**src/rtl/ir_prefetch_queue.sv**
```systemverilog
// ir_prefetch_queue: instruction register with an in-order prefetch queue.
// Sits between instruction fetch and the control-unit decoder.
// Ports:
//   CLK, Reset (async, active-high)
//   in_valid / Instruction / in_ready   fetch-side handshake
//   out_valid / OutputInst / opCode / out_ready  decode-side handshake
//   flush   drops all buffered entries at the next edge
//   count   current occupancy
//   stall_cnt  head-stall cycle counter (only with IRQ_STALL_CNT_EN)
// Optional feature macro: IRQ_STALL_CNT_EN
module ir_prefetch_queue #(
    parameter int INST_W = 16,
    parameter int OPC_W  = 5,
    parameter int DEPTH  = 4
) (
    input  logic                     CLK,
    input  logic                     Reset,
    input  logic                     in_valid,
    input  logic [INST_W-1:0]        Instruction,
    output logic                     in_ready,
    output logic                     out_valid,
    input  logic                     out_ready,
    output logic [INST_W-1:0]        OutputInst,
    output logic [OPC_W-1:0]         opCode,
    input  logic                     flush,
`ifdef IRQ_STALL_CNT_EN
    output logic [15:0]              stall_cnt,
`endif
    output logic [$clog2(DEPTH):0]   count
);

    localparam int AW = $clog2(DEPTH);
    localparam int CW = AW + 1;
    localparam logic [CW-1:0] FULL = CW'(DEPTH);

    logic [INST_W-1:0] mem_q [DEPTH];
    logic [AW-1:0]     wr_ptr_q, wr_ptr_d;
    logic [AW-1:0]     rd_ptr_q, rd_ptr_d;
    logic [CW-1:0]     count_q, count_d;
    logic              push, pop;

    // Handshake flags depend on occupancy only, never on the
    // same-cycle valid/ready inputs.
    assign in_ready  = (count_q < FULL);
    assign out_valid = (count_q != '0);

    // A flush cancels any push/pop offered in the same cycle.
    assign push = in_valid & in_ready & ~flush;
    assign pop  = out_valid & out_ready & ~flush;

    always_comb begin
        wr_ptr_d = wr_ptr_q;
        rd_ptr_d = rd_ptr_q;
        count_d  = count_q;
        if (flush) begin
            wr_ptr_d = '0;
            rd_ptr_d = '0;
            count_d  = '0;
        end else begin
            if (push) wr_ptr_d = wr_ptr_q + 1'b1;
            if (pop)  rd_ptr_d = rd_ptr_q + 1'b1;
            unique case ({push, pop})
                2'b10:   count_d = count_q + 1'b1;
                2'b01:   count_d = count_q - 1'b1;
                default: count_d = count_q;
            endcase
        end
    end

    always_ff @(posedge CLK or posedge Reset) begin
        if (Reset) begin
            wr_ptr_q <= '0;
            rd_ptr_q <= '0;
            count_q  <= '0;
        end else begin
            wr_ptr_q <= wr_ptr_d;
            rd_ptr_q <= rd_ptr_d;
            count_q  <= count_d;
        end
    end

    // Storage is left uncleared; the pointers alone define validity.
    always_ff @(posedge CLK) begin
        if (push) mem_q[wr_ptr_q] <= Instruction;
    end

    assign OutputInst = out_valid ? mem_q[rd_ptr_q] : '0;
    assign opCode     = OutputInst[INST_W-1 -: OPC_W];
    assign count      = count_q;

`ifdef IRQ_STALL_CNT_EN
    logic [15:0] stall_q, stall_d;

    always_comb begin
        stall_d = stall_q;
        if (flush)
            stall_d = '0;
        else if (out_valid && !out_ready && stall_q != 16'hFFFF)
            stall_d = stall_q + 16'd1;
    end

    always_ff @(posedge CLK or posedge Reset) begin
        if (Reset) stall_q <= '0;
        else       stall_q <= stall_d;
    end

    assign stall_cnt = stall_q;
`endif

endmodule

```
**config.mk**
```make
export PLATFORM = sky130hd
export DESIGN_NAME = ir_prefetch_queue
export DESIGN_NICKNAME = d
export VERILOG_FILES = /design/src/rtl/ir_prefetch_queue.sv
export SDC_FILE = /design/constraint.sdc
export NUM_CORES = 1
export LEC_CHECK = 0
export CORE_ASPECT_RATIO = 0.7
export CORE_MARGIN = 2
export CORE_UTILIZATION = 57
export DETAILED_ROUTE_END_ITERATION = 7
export HOLD_SLACK_MARGIN = 0.06
export PLACE_DENSITY = 0.94
export SLEW_MARGIN = 20
export SYNTH_ARGS = -nofsm -noshare
export SYNTH_HDL_FRONTEND = slang
export SYNTH_SLANG_ARGS = --single-unit
```
**constraint.sdc**
```tcl
create_clock -name CLK -period 3.5 [get_ports CLK]
set_input_delay 0.875 -clock CLK [delete_from_list [all_inputs] [get_ports CLK]]
set_output_delay 0.875 -clock CLK [all_outputs]
set_load 0.02 [all_outputs]
```
==> results.sh, run 1 <==
export IMPL_drt_initial_drc_count=108
export IMPL_fin_crit_sh_pct=94.0
export IMPL_p_clk_share_pct=33.0
export IMPL_die_x_um=91.3
export IMPL_vias=1590
export IMPL_synth_distinct_cells=31
export IMPL_crit_arrival_ps=2410
export IMPL_cap_violations=0
export IMPL_pwr_share_seq_pct=47.8
export IMPL_rsz0062_at_grt="no"
export IMPL_port_buffers=46
export IMPL_synth_edf_count=64
export IMPL_drcViolationCount=0
export IMPL_synth_ff_type="edfxtp_1"
export IMPL_crit_type="register to output pin"
export IMPL_pwr_share_comb_pct=19.2
export IMPL_use_met1_pct=24.9
export IMPL_mappedNetlistArea_um2=3040
export IMPL_top_usage_layer="met2"
export IMPL_vias_per_cell=5.41
export IMPL_syn_to_final_growth_pct=22.8
export IMPL_max_freq_mhz=304
export IMPL_worst_ir_drop_vdd_mv=0.381
export IMPL_hold_buffers=0
export IMPL_report_final_slew_viol_count=0
export IMPL_wirelength_mm=5.36
export IMPL_cts_inserted_buffers=9
export IMPL_fp_row_count=22
export IMPL_crit_path_end_kind="output pin"
export IMPL_yosysTopAreaCell="edfxtp_1"
export IMPL_tns_ps=0
export IMPL_powerDensity_nw_per_um2=554
export IMPL_grt_max_degree=20
export IMPL_ys_top_cells_by_area="edfxtp_1 (63%), mux4_1 (6.9%), mux4_2 (5.9%)"
export IMPL_ys_warn_count=0
export IMPL_cts_root_buf="clkbuf_8"
export IMPL_routedWlPerCell_um=18.2
export IMPL_hold_violations=0
export IMPL_ctsResizeCount=0
export IMPL_status="complete, no violations"
export IMPL_fin_nets=243
export IMPL_dieArea_um2=5950
export IMPL_ys_ff_latch=71
export IMPL_initial_core_util_pct=58.5
export IMPL_slew_headroom_pct=51.4
export IMPL_path_clk_slew_ps=70
export IMPL_whs_ps=598
export IMPL_grt_use_met2_pct=33.4
export IMPL_crit_path_start_kind="register"
export IMPL_crit_chain="buf_12 -> mux4_1 -> and2_1 -> clkdlybuf4s50_1"
export IMPL_first_pass_iters=4
export IMPL_first_global_vias=1653
export IMPL_globalplace_congestion=0.663
export IMPL_pin_count=47
export IMPL_clock_skew_ps=6.84
export IMPL_clkLatencyLatePin_ps=340
export IMPL_grt_overflow=0
export IMPL_switching_share_pct=24.5
export IMPL_p_int_mw=1.56
export IMPL_yosysMostFrequentCell="edfxtp_1"
export IMPL_groute_layer_met3_usage_pct=7.57
export IMPL_cts_tree="built"
export IMPL_grt_total_usage_pct=20.2
export IMPL_slowest_delay_ps=590
export IMPL_ys_seq_area_share_pct=68.9
export IMPL_power_switching_mw=0.507
export IMPL_p_leak_nw=1.28
export IMPL_core_area_um2=5200
export IMPL_critPathMaxFanout=13
export IMPL_hold_class="register to register"
export IMPL_antenna_found_initial=0
export IMPL_ant_nets=0
export IMPL_post_dp_hpwl_mm=3.55
export IMPL_avgSynthCellArea_um2=18.0
export IMPL_cts_num_sinks=71
export IMPL_ctsHtreeMaxLevel=3
export IMPL_grt_pass1_wl_mm=8.38
export IMPL_cp_required_ps=2620
export IMPL_synth_top_area_share_pct=63.2
export IMPL_setup_viol=0
export IMPL_cp_slowest_cell="mux4_1"
export IMPL_n_antenna_cell=0
export IMPL_async_flop_share_pct=9.86
export IMPL_worst_pin_slew_ps=729
export IMPL_cts_setup_buffers=0
export IMPL_die_h_um=65.1
export IMPL_syn_inst=169
export IMPL_layout_drive_gt1_share_pct=14.0
export IMPL_syn_num_nets=195
export IMPL_min_period_ps=3290
export IMPL_cts_max_path_buffers=2
export IMPL_synthTopCellsByCount="edfxtp_1 (64), and2_1 (20), mux4_1 (8), mux4_2 (8), dfrtp_1 (7)"
-- final timing paths --
path	slack (ps)	startpoint	endpoint	cells after the start
setup / recovery	210	rd_ptr_q[0]$_DFFE_PP0P_	OutputInst[2]	4
hold / removal	600	wr_ptr_q[1]$_DFFE_PP0P_	wr_ptr_q[1]$_DFFE_PP0P_	2
setup reg to reg	950	count[0]$_DFFE_PP0P_	count[2]$_DFFE_PP0P_	8
hold reg to reg	600	wr_ptr_q[1]$_DFFE_PP0P_	wr_ptr_q[1]$_DFFE_PP0P_	2
max in group asynchronous	2480	Reset	wr_ptr_q[0]$_DFFE_PP0P_	2
min in group asynchronous	780	Reset	wr_ptr_q[1]$_DFFE_PP0P_	2
-- area by class of cell --
class / count / area, um2
flip-flops and latches: 71 / 2100
fillers: 308 / 1470
multi-input cells: 79 / 805
repair buffers: 52 / 518
clock buffers: 10 / 128
well taps: 72 / 90.1
clock inverters: 6 / 85.1
inverters: 4 / 15.0
-- worst max-delay path, delay by kind of cell (launching register included) --
| family | cells | cell delay, ps |
|---|---|---|
| buffers and inverters | 2 | 740 |
| muxes | 1 | 590 |
| DFF | 1 | 550 |
| and+or+nand+nor | 1 | 180 |
-- metal layers --
layer  part of all wire (%)  wire length (um)
met5                      0                 0
met4                    1.0                55
met3                    6.9               369
met2                     50              2690
met1                     42              2240
-- stage by stage --
stage / power (mW) / instance area, um2 / utilization, % / std cells / setup WS, ps
2_1_floorplan: 1.26 / 3040 / - / 169 / 952
3_3_place_gp: 1.39 / 3520 / 67.7 / 278 / 604
3_5_place_dp: 1.41 / 3520 / 67.7 / 278 / 560
4_1_cts: 2.09 / 3740 / 71.8 / 294 / 177
5_1_grt: 2.15 / 3740 / 71.8 / 294 / 98.7
6_report: 2.07 / 3740 / 71.8 / 294 / 211
-- state kept, by name, indices dropped and copies added, names as in the netlist --
| signal | cells |
|---|---|
| count | 3 |
| mem_q | 64 |
| rd_ptr_q | 2 |
| wr_ptr_q | 2 |
-- power by group through the flow --
stage	sequential, mW	combinational (mW)	clock (mW)
after floorplan	0.995	0.266	0
after global placement	1.00	0.388	0
after detailed placement	1.01	0.401	0
after CTS	0.988	0.403	0.699
after global routing	0.992	0.427	0.729
final	0.988	0.397	0.684
-- cell usage in the layout, fill, tap and decap left out, types with 2 or more instances in the layout --
cell type        Yosys  final
edfxtp_1            64     64
clkdlybuf4s50_1      0     46
and2_1              20     20
clkbuf_8             0      9
mux4_2               8      8
mux4_1               8      8
dfrtp_1              7      7
nor2_1               6      6
nand2_1              5      5
o21ai_0              5      5
buf_4                5      5
a21oi_1              4      4
inv_1                4      4
ha_1                 4      4
xor2_1               3      3
xnor2_1              2      2
nand2b_1             2      2
nand3_1              2      2
clkinv_2             0      2
clkinvlp_4           0      2
bufinv_16            0      2
-- cells by family after synthesis --
group           count (synthesis)  synth area share, %
compound gates                 11                 2.01
flops                          71                 68.9
fa+ha+maj                       5                 2.30
xor+xnor                        5                 1.44
simple gates                   41                 7.53
mux                            17                 13.2
buf+inv                        19                 4.65
Power figures use the tool's default switching activity.
==> inputs of run 2 (changes only) <==
--- a/config.mk
+++ b/config.mk
@@ -5,12 +5,14 @@
 export SDC_FILE = /design/constraint.sdc
 export NUM_CORES = 1
 export LEC_CHECK = 0
+export ABC_AREA = 1
 export CORE_ASPECT_RATIO = 0.7
 export CORE_MARGIN = 2
 export CORE_UTILIZATION = 57
 export DETAILED_ROUTE_END_ITERATION = 7
 export HOLD_SLACK_MARGIN = 0.06
 export PLACE_DENSITY = 0.94
+export REMOVE_ABC_BUFFERS = 1
 export SLEW_MARGIN = 20
 export SYNTH_ARGS = -nofsm -noshare
 export SYNTH_HDL_FRONTEND = slang
==> results.sh, run 2 <==
export IMPL_synth_top_area_share_pct=64.1
export IMPL_crit_path_start_kind="register"
export IMPL_die_h_um=64.7
export IMPL_cts_num_sinks=71
export IMPL_layout_drive_gt1_share_pct=10.9
export IMPL_synthSimpleGateAreaFrac_pct=12.5
export IMPL_path_buf_inv=2
export IMPL_core_area_um2=5150
export IMPL_whs_ps=560
export IMPL_slowest_delay_ps=580
export IMPL_async_flop_share_pct=9.86
export IMPL_cts_setup_buffers=0
export IMPL_cts_tree="built"
export IMPL_fillers=346
export IMPL_regMostFlops="mem_q"
export IMPL_cts_inserted_buffers=9
export IMPL_drt_initial_drc_count=144
export IMPL_clkLatencyLatePin_ps=340
export IMPL_syn_to_final_growth_pct=23.4
export IMPL_slew_headroom_pct=58.2
export IMPL_synthAdderAreaFrac_pct=2.34
export IMPL_ys_top_cells_by_area="edfxtp_1 (64%), nor2_1 (8.5%), dfrtp_1 (5.8%)"
export IMPL_p_total_mw=2.93
export IMPL_ys_seq_area_share_pct=69.9
export IMPL_ctsResizeCount=0
export IMPL_drcViolationCount=0
export IMPL_synth_xor_area_share_pct=0
export IMPL_place_area_um2=3510
export IMPL_fin_crit_sh_pct=89.5
export IMPL_die_x_um=90.7
export IMPL_report_final_slew_viol_count=0
export IMPL_muxShareOfSynthArea_pct=0
export IMPL_pin_count=47
export IMPL_synthTopCellsByCount="nor2_1 (68), edfxtp_1 (64), o21ai_0 (34), a21oi_1 (18), nand2_1 (15)"
export IMPL_largest_register_ffs=64
export IMPL_ctsHtreeMaxLevel=3
export IMPL_post_dp_hpwl_mm=4.17
export IMPL_syn_inst=257
export IMPL_powerDensity_nw_per_um2=792
export IMPL_clock_skew_ps=4.90
export IMPL_mappedNetlistArea_um2=3000
export IMPL_finish_utilization_pct=71.9
export IMPL_n_antenna_cell=0
export IMPL_mostFrequentLayoutCell="nor2_1"
export IMPL_wirelength_mm=6.34
export IMPL_yosysTopAreaCell="edfxtp_1"
export IMPL_ys_warn_count=0
export IMPL_cap_violations=0
export IMPL_grt_max_degree=34
export IMPL_final_cell_mix="nor2_1 (68), edfxtp_1 (64), clkdlybuf4s50_1 (46)"
export IMPL_p_leak_nw=1.35
export IMPL_critPathMaxFanout=16
export IMPL_yosysMostFrequentCell="nor2_1"
export IMPL_vias_per_cell=5.42
export IMPL_fin_area_um2=3700
export IMPL_grt_pass1_wl_mm=10.1
export IMPL_first_pass_iters=4
export IMPL_tns_ps=0
export IMPL_port_buffers=46
export IMPL_min_period_ps=3130
export IMPL_instances_no_fill=383
export IMPL_synth_edf_count=64
export IMPL_hold_buffers=0
export IMPL_initial_core_util_pct=58.2
export IMPL_routedWlPerCell_um=16.6
export IMPL_globalplace_congestion=0.990
export IMPL_multiInputGateArea_um2=744
export IMPL_worst_pin_slew_ps=626
export IMPL_fin_ws_ps=368
export IMPL_ant_nets=0
export IMPL_crit_type="register to output pin"
export IMPL_fp_row_count=22
export IMPL_cp_required_ps=2620
export IMPL_path_clk_slew_ps=70
export IMPL_max_freq_mhz=319
export IMPL_worst_ir_drop_vdd_mv=0.383
export IMPL_hold_violations=0
export IMPL_synth_distinct_cells=23
export IMPL_crit_arrival_ps=2260
export IMPL_hold_class="register to register"
export IMPL_antenna_found_initial=0
export IMPL_status="complete, no violations"
export IMPL_crit_chain="nor2_2 -> nand2_4 -> inv_1 -> a21oi_1 -> clkdlybuf4s50_1"
export IMPL_grt_overflow=0
export IMPL_cts_max_path_buffers=2
export IMPL_avgSynthCellArea_um2=11.7
export IMPL_dieArea_um2=5860
export IMPL_regArea_um2=2100
export IMPL_fin_nets=332
export IMPL_first_global_vias=2096
export IMPL_rsz0062_at_grt="no"
export IMPL_dp_cells=367
export IMPL_pre_cts_ws_ps=743
export IMPL_crit_path_end_kind="output pin"
export IMPL_setup_viol=0
export IMPL_vias=2076
export IMPL_ys_ff_latch=71
export IMPL_cts_root_buf="clkbuf_8"
export IMPL_cp_slowest_cell="clkdlybuf4s50_1"
export IMPL_synth_compound_gate_area_share_pct=9.97
export IMPL_synth_ff_type="edfxtp_1"
export IMPL_synth_top_family_by_area="simple AND/OR/NAND/NOR gates"
export IMPL_cp_top_family="buffers and inverters"
export IMPL_grt_total_usage_pct=23.5
==> run 2: changes by cell type in the layout (fill, tap and decap cells not counted), sizes merged, moves of 4 or more <==
cell and change:
nor2 +63, o21ai +31, and2 -20, a21oi +16, mux4 -16, inv +12
nand2 +10, nand3 +4
==> run 2: layer usage <==
layer,share of wire (%),GRT usage (%)
met2,53,40.1
met3,5.3,6.28
met5,0,0
met4,2.0,12.5
met1,40,27.9
==> run 2: cell type report <==
cell class              instances  area share, %
flip-flops and latches         71           56.7
multi-input cells             154           20.1
repair buffers                 54           14.1
clock buffers                   9           3.35
well taps                      72           2.43
clock inverters                 7           1.72
inverters                      16           1.62
==> run 2: worst paths after layout <==
kind | from | slack, ps | endpoint | cells past startpoint
setup / recovery | count[0]$_DFFE_PP0P_ | 370 | opCode[4] | 5
hold / removal | count[2]$_DFFE_PP0P_ | 560 | count[2]$_DFFE_PP0P_ | 2
setup reg to reg | count[0]$_DFFE_PP0P_ | 1750 | count[2]$_DFFE_PP0P_ | 9
hold reg to reg | count[2]$_DFFE_PP0P_ | 560 | count[2]$_DFFE_PP0P_ | 2
max in group asynchronous | Reset | 2510 | wr_ptr_q[1]$_DFFE_PP0P_ | 2
min in group asynchronous | Reset | 760 | rd_ptr_q[1]$_DFFE_PP0P_ | 2
==> run 2: worst reg2reg max path, cell delays in order, from the launching register on <==
cell and delay (ps):
dfrtp_1 460, nor2_2 180, nand2_4 90, nand3_2 110
inv_1 60, fa_1 420, inv_1 110, nand3_1 80
nand3_1 90, nand2_1 50
==> run 2: cells by family (layout without fill, tap and decap cells) <==
kind of cell    after synthesis  in the layout
buf+inv                      32             86
flops                        71             71
simple gates                 93             93
fa+ha+maj                     5              5
compound gates               56             56
==> run 2: report_power, final <==
| part | switching [mW] | internal (mW) |
|---|---|---|
| combinational | 0.747 | 0.499 |
| sequential | 0.0484 | 1.02 |
| clock | 0.296 | 0.322 |
| total | 1.09 | 1.84 |
==> inputs of run 3 (changes only) <==
--- a/config.mk
+++ b/config.mk
@@ -5,12 +5,10 @@
 export SDC_FILE = /design/constraint.sdc
 export NUM_CORES = 1
 export LEC_CHECK = 0
-export ABC_AREA = 1
 export CORE_ASPECT_RATIO = 0.7
 export CORE_MARGIN = 2
 export CORE_UTILIZATION = 57
 export DETAILED_ROUTE_END_ITERATION = 7
-export HOLD_SLACK_MARGIN = 0.06
 export PLACE_DENSITY = 0.94
 export REMOVE_ABC_BUFFERS = 1
 export SLEW_MARGIN = 20
==> constraint.sdc (replaced) <==
create_clock -name CLK -period 3.7 [get_ports CLK]
set_input_delay 0.925 -clock CLK [delete_from_list [all_inputs] [get_ports CLK]]
set_output_delay 0.925 -clock CLK [all_outputs]
set_load 0.02 [all_outputs]
==> results.sh, run 3 (synthesis gave the netlist of run 1 again) <==
export IMPL_critPathMaxFanout=19
export IMPL_globalplace_congestion=0.828
export IMPL_dieArea_um2=5950
export IMPL_vias_per_cell=5.41
export IMPL_grt_max_degree=20
export IMPL_slew_headroom_pct=50.5
export IMPL_cts_inserted_buffers=9
export IMPL_hold_buffers=0
export IMPL_drcViolationCount=0
export IMPL_fillers=315
export IMPL_fin_nets=242
export IMPL_cts_max_path_buffers=2
export IMPL_report_final_slew_viol_count=0
export IMPL_power_switching_mw=0.468
export IMPL_antenna_found_initial=0
export IMPL_post_dp_hpwl_mm=3.39
export IMPL_max_freq_mhz=301
export IMPL_regMostFlops="mem_q"
export IMPL_cts_root_buf="clkbuf_8"
export IMPL_grt_total_usage_pct=19.6
export IMPL_drt_initial_drc_count=118
export IMPL_fin_crit_sh_pct=89.7
export IMPL_ctsHtreeMaxLevel=3
export IMPL_regArea_um2=2100
export IMPL_ant_nets=0
export IMPL_fp_row_count=22
export IMPL_crit_type="register to output pin"
export IMPL_p_int_mw=1.44
export IMPL_dp_cells=277
export IMPL_min_period_ps=3320
export IMPL_p_leak_nw=1.27
export IMPL_core_area_um2=5200
export IMPL_syn_to_final_growth_pct=21.8
export IMPL_wirelength_mm=5.15
export IMPL_cap_violations=0
export IMPL_cp_required_ps=2770
export IMPL_grt_pass1_wl_mm=8.39
export IMPL_worst_pin_slew_ps=743
export IMPL_rsz0062_at_grt="no"
export IMPL_vias=1585
export IMPL_clock_skew_ps=7.53
export IMPL_fin_ws_ps=381
export IMPL_routedWlPerCell_um=17.6
export IMPL_first_pass_iters=4
export IMPL_setup_viol=0
export IMPL_first_global_vias=1596
export IMPL_status="complete, no violations"
export IMPL_crit_arrival_ps=2390
export IMPL_crit_path_end_kind="output pin"
export IMPL_hold_violations=0
export IMPL_powerDensity_nw_per_um2=515
export IMPL_die_x_um=91.3
export IMPL_cts_setup_buffers=0
export IMPL_pin_count=47
export IMPL_layout_drive_gt1_share_pct=13.6
export IMPL_cts_tree="built"
export IMPL_die_h_um=65.1
export IMPL_port_buffers=46
export IMPL_hold_class="register to register"
export IMPL_pre_cts_ws_ps=617
export IMPL_multiInputGateArea_um2=805
export IMPL_n_antenna_cell=0
export IMPL_tns_ps=0
export IMPL_instances_no_fill=293
export IMPL_pwr_share_comb_pct=19.5
export IMPL_largest_register_ffs=64
export IMPL_ctsResizeCount=0
export IMPL_grt_overflow=0
export IMPL_worst_ir_drop_vdd_mv=0.415
export IMPL_final_cell_mix="edfxtp_1 (64), clkdlybuf4s50_1 (46), and2_1 (20)"
export IMPL_cts_num_sinks=71
export IMPL_p_clk_share_pct=31.7
export IMPL_initial_core_util_pct=58.5
export IMPL_pwr_share_seq_pct=48.8
export IMPL_switching_share_pct=24.5
export IMPL_crit_path_start_kind="register"
export IMPL_path_clk_slew_ps=70
export IMPL_mostFrequentLayoutCell="edfxtp_1"
export IMPL_clkLatencyLatePin_ps=340
## run 3: area by class of cell
cell class	instances	share of cell area, %
Sequential cell	71	56.6
Multi-Input combinational cell	79	21.7
Timing Repair Buffer	51	13.4
Clock buffer	12	4.19
Tap cell	72	2.43
Clock inverter	4	1.22
Inverter	4	0.405
## run 3: routing by layer
layer,GRT usage (%),share of wire (%),vias to the layer above
met5,0,0,-
met4,5.11,0.058,0
met3,6.65,5.3,2
met2,31.9,49,42
met1,25.9,45,803
li1,-,-,738
## run 3: worst paths after layout
check,slack (ps),cells after the start,start,end
worst min-delay path,590,2,wr_ptr_q[1]$_DFFE_PP0P_,wr_ptr_q[1]$_DFFE_PP0P_
min in group asynchronous,810,2,Reset,count[1]$_DFFE_PP0P_
max in group asynchronous,2680,2,Reset,count[0]$_DFFE_PP0P_
worst max-delay path,380,3,count[0]$_DFFE_PP0P_,OutputInst[15]
worst max register to register,1170,8,count[0]$_DFFE_PP0P_,count[2]$_DFFE_PP0P_
worst min register to register,590,2,wr_ptr_q[1]$_DFFE_PP0P_,wr_ptr_q[1]$_DFFE_PP0P_
## run 3: critical path, stage by stage, from the launching register on
cell	delay, ps
dfrtp_1	490
or3_1	710
and2_1	300
clkdlybuf4s50_1	550
## run 3: per-stage QoR
step                      util [%]  hold slack, ps  total power [mW]  instance area [um2]
after floorplan                  -             536              1.14                 2920
after global placement        67.4             561              1.31                 3500
after detailed placement      67.4             578              1.32                 3500
after CTS                     71.2             592              1.93                 3700
after global routing          71.2             640              1.98                 3700
final                         71.2             589              1.91                 3700
## run 3: power by group through the flow
stage	sequential, mW	clock [mW]	combinational [mW]
after detailed placement	0.946	0	0.374
after CTS	0.930	0.620	0.377
after global placement	0.944	0	0.367
after global routing	0.933	0.649	0.401
after floorplan	0.957	0	0.188
final	0.930	0.605	0.373
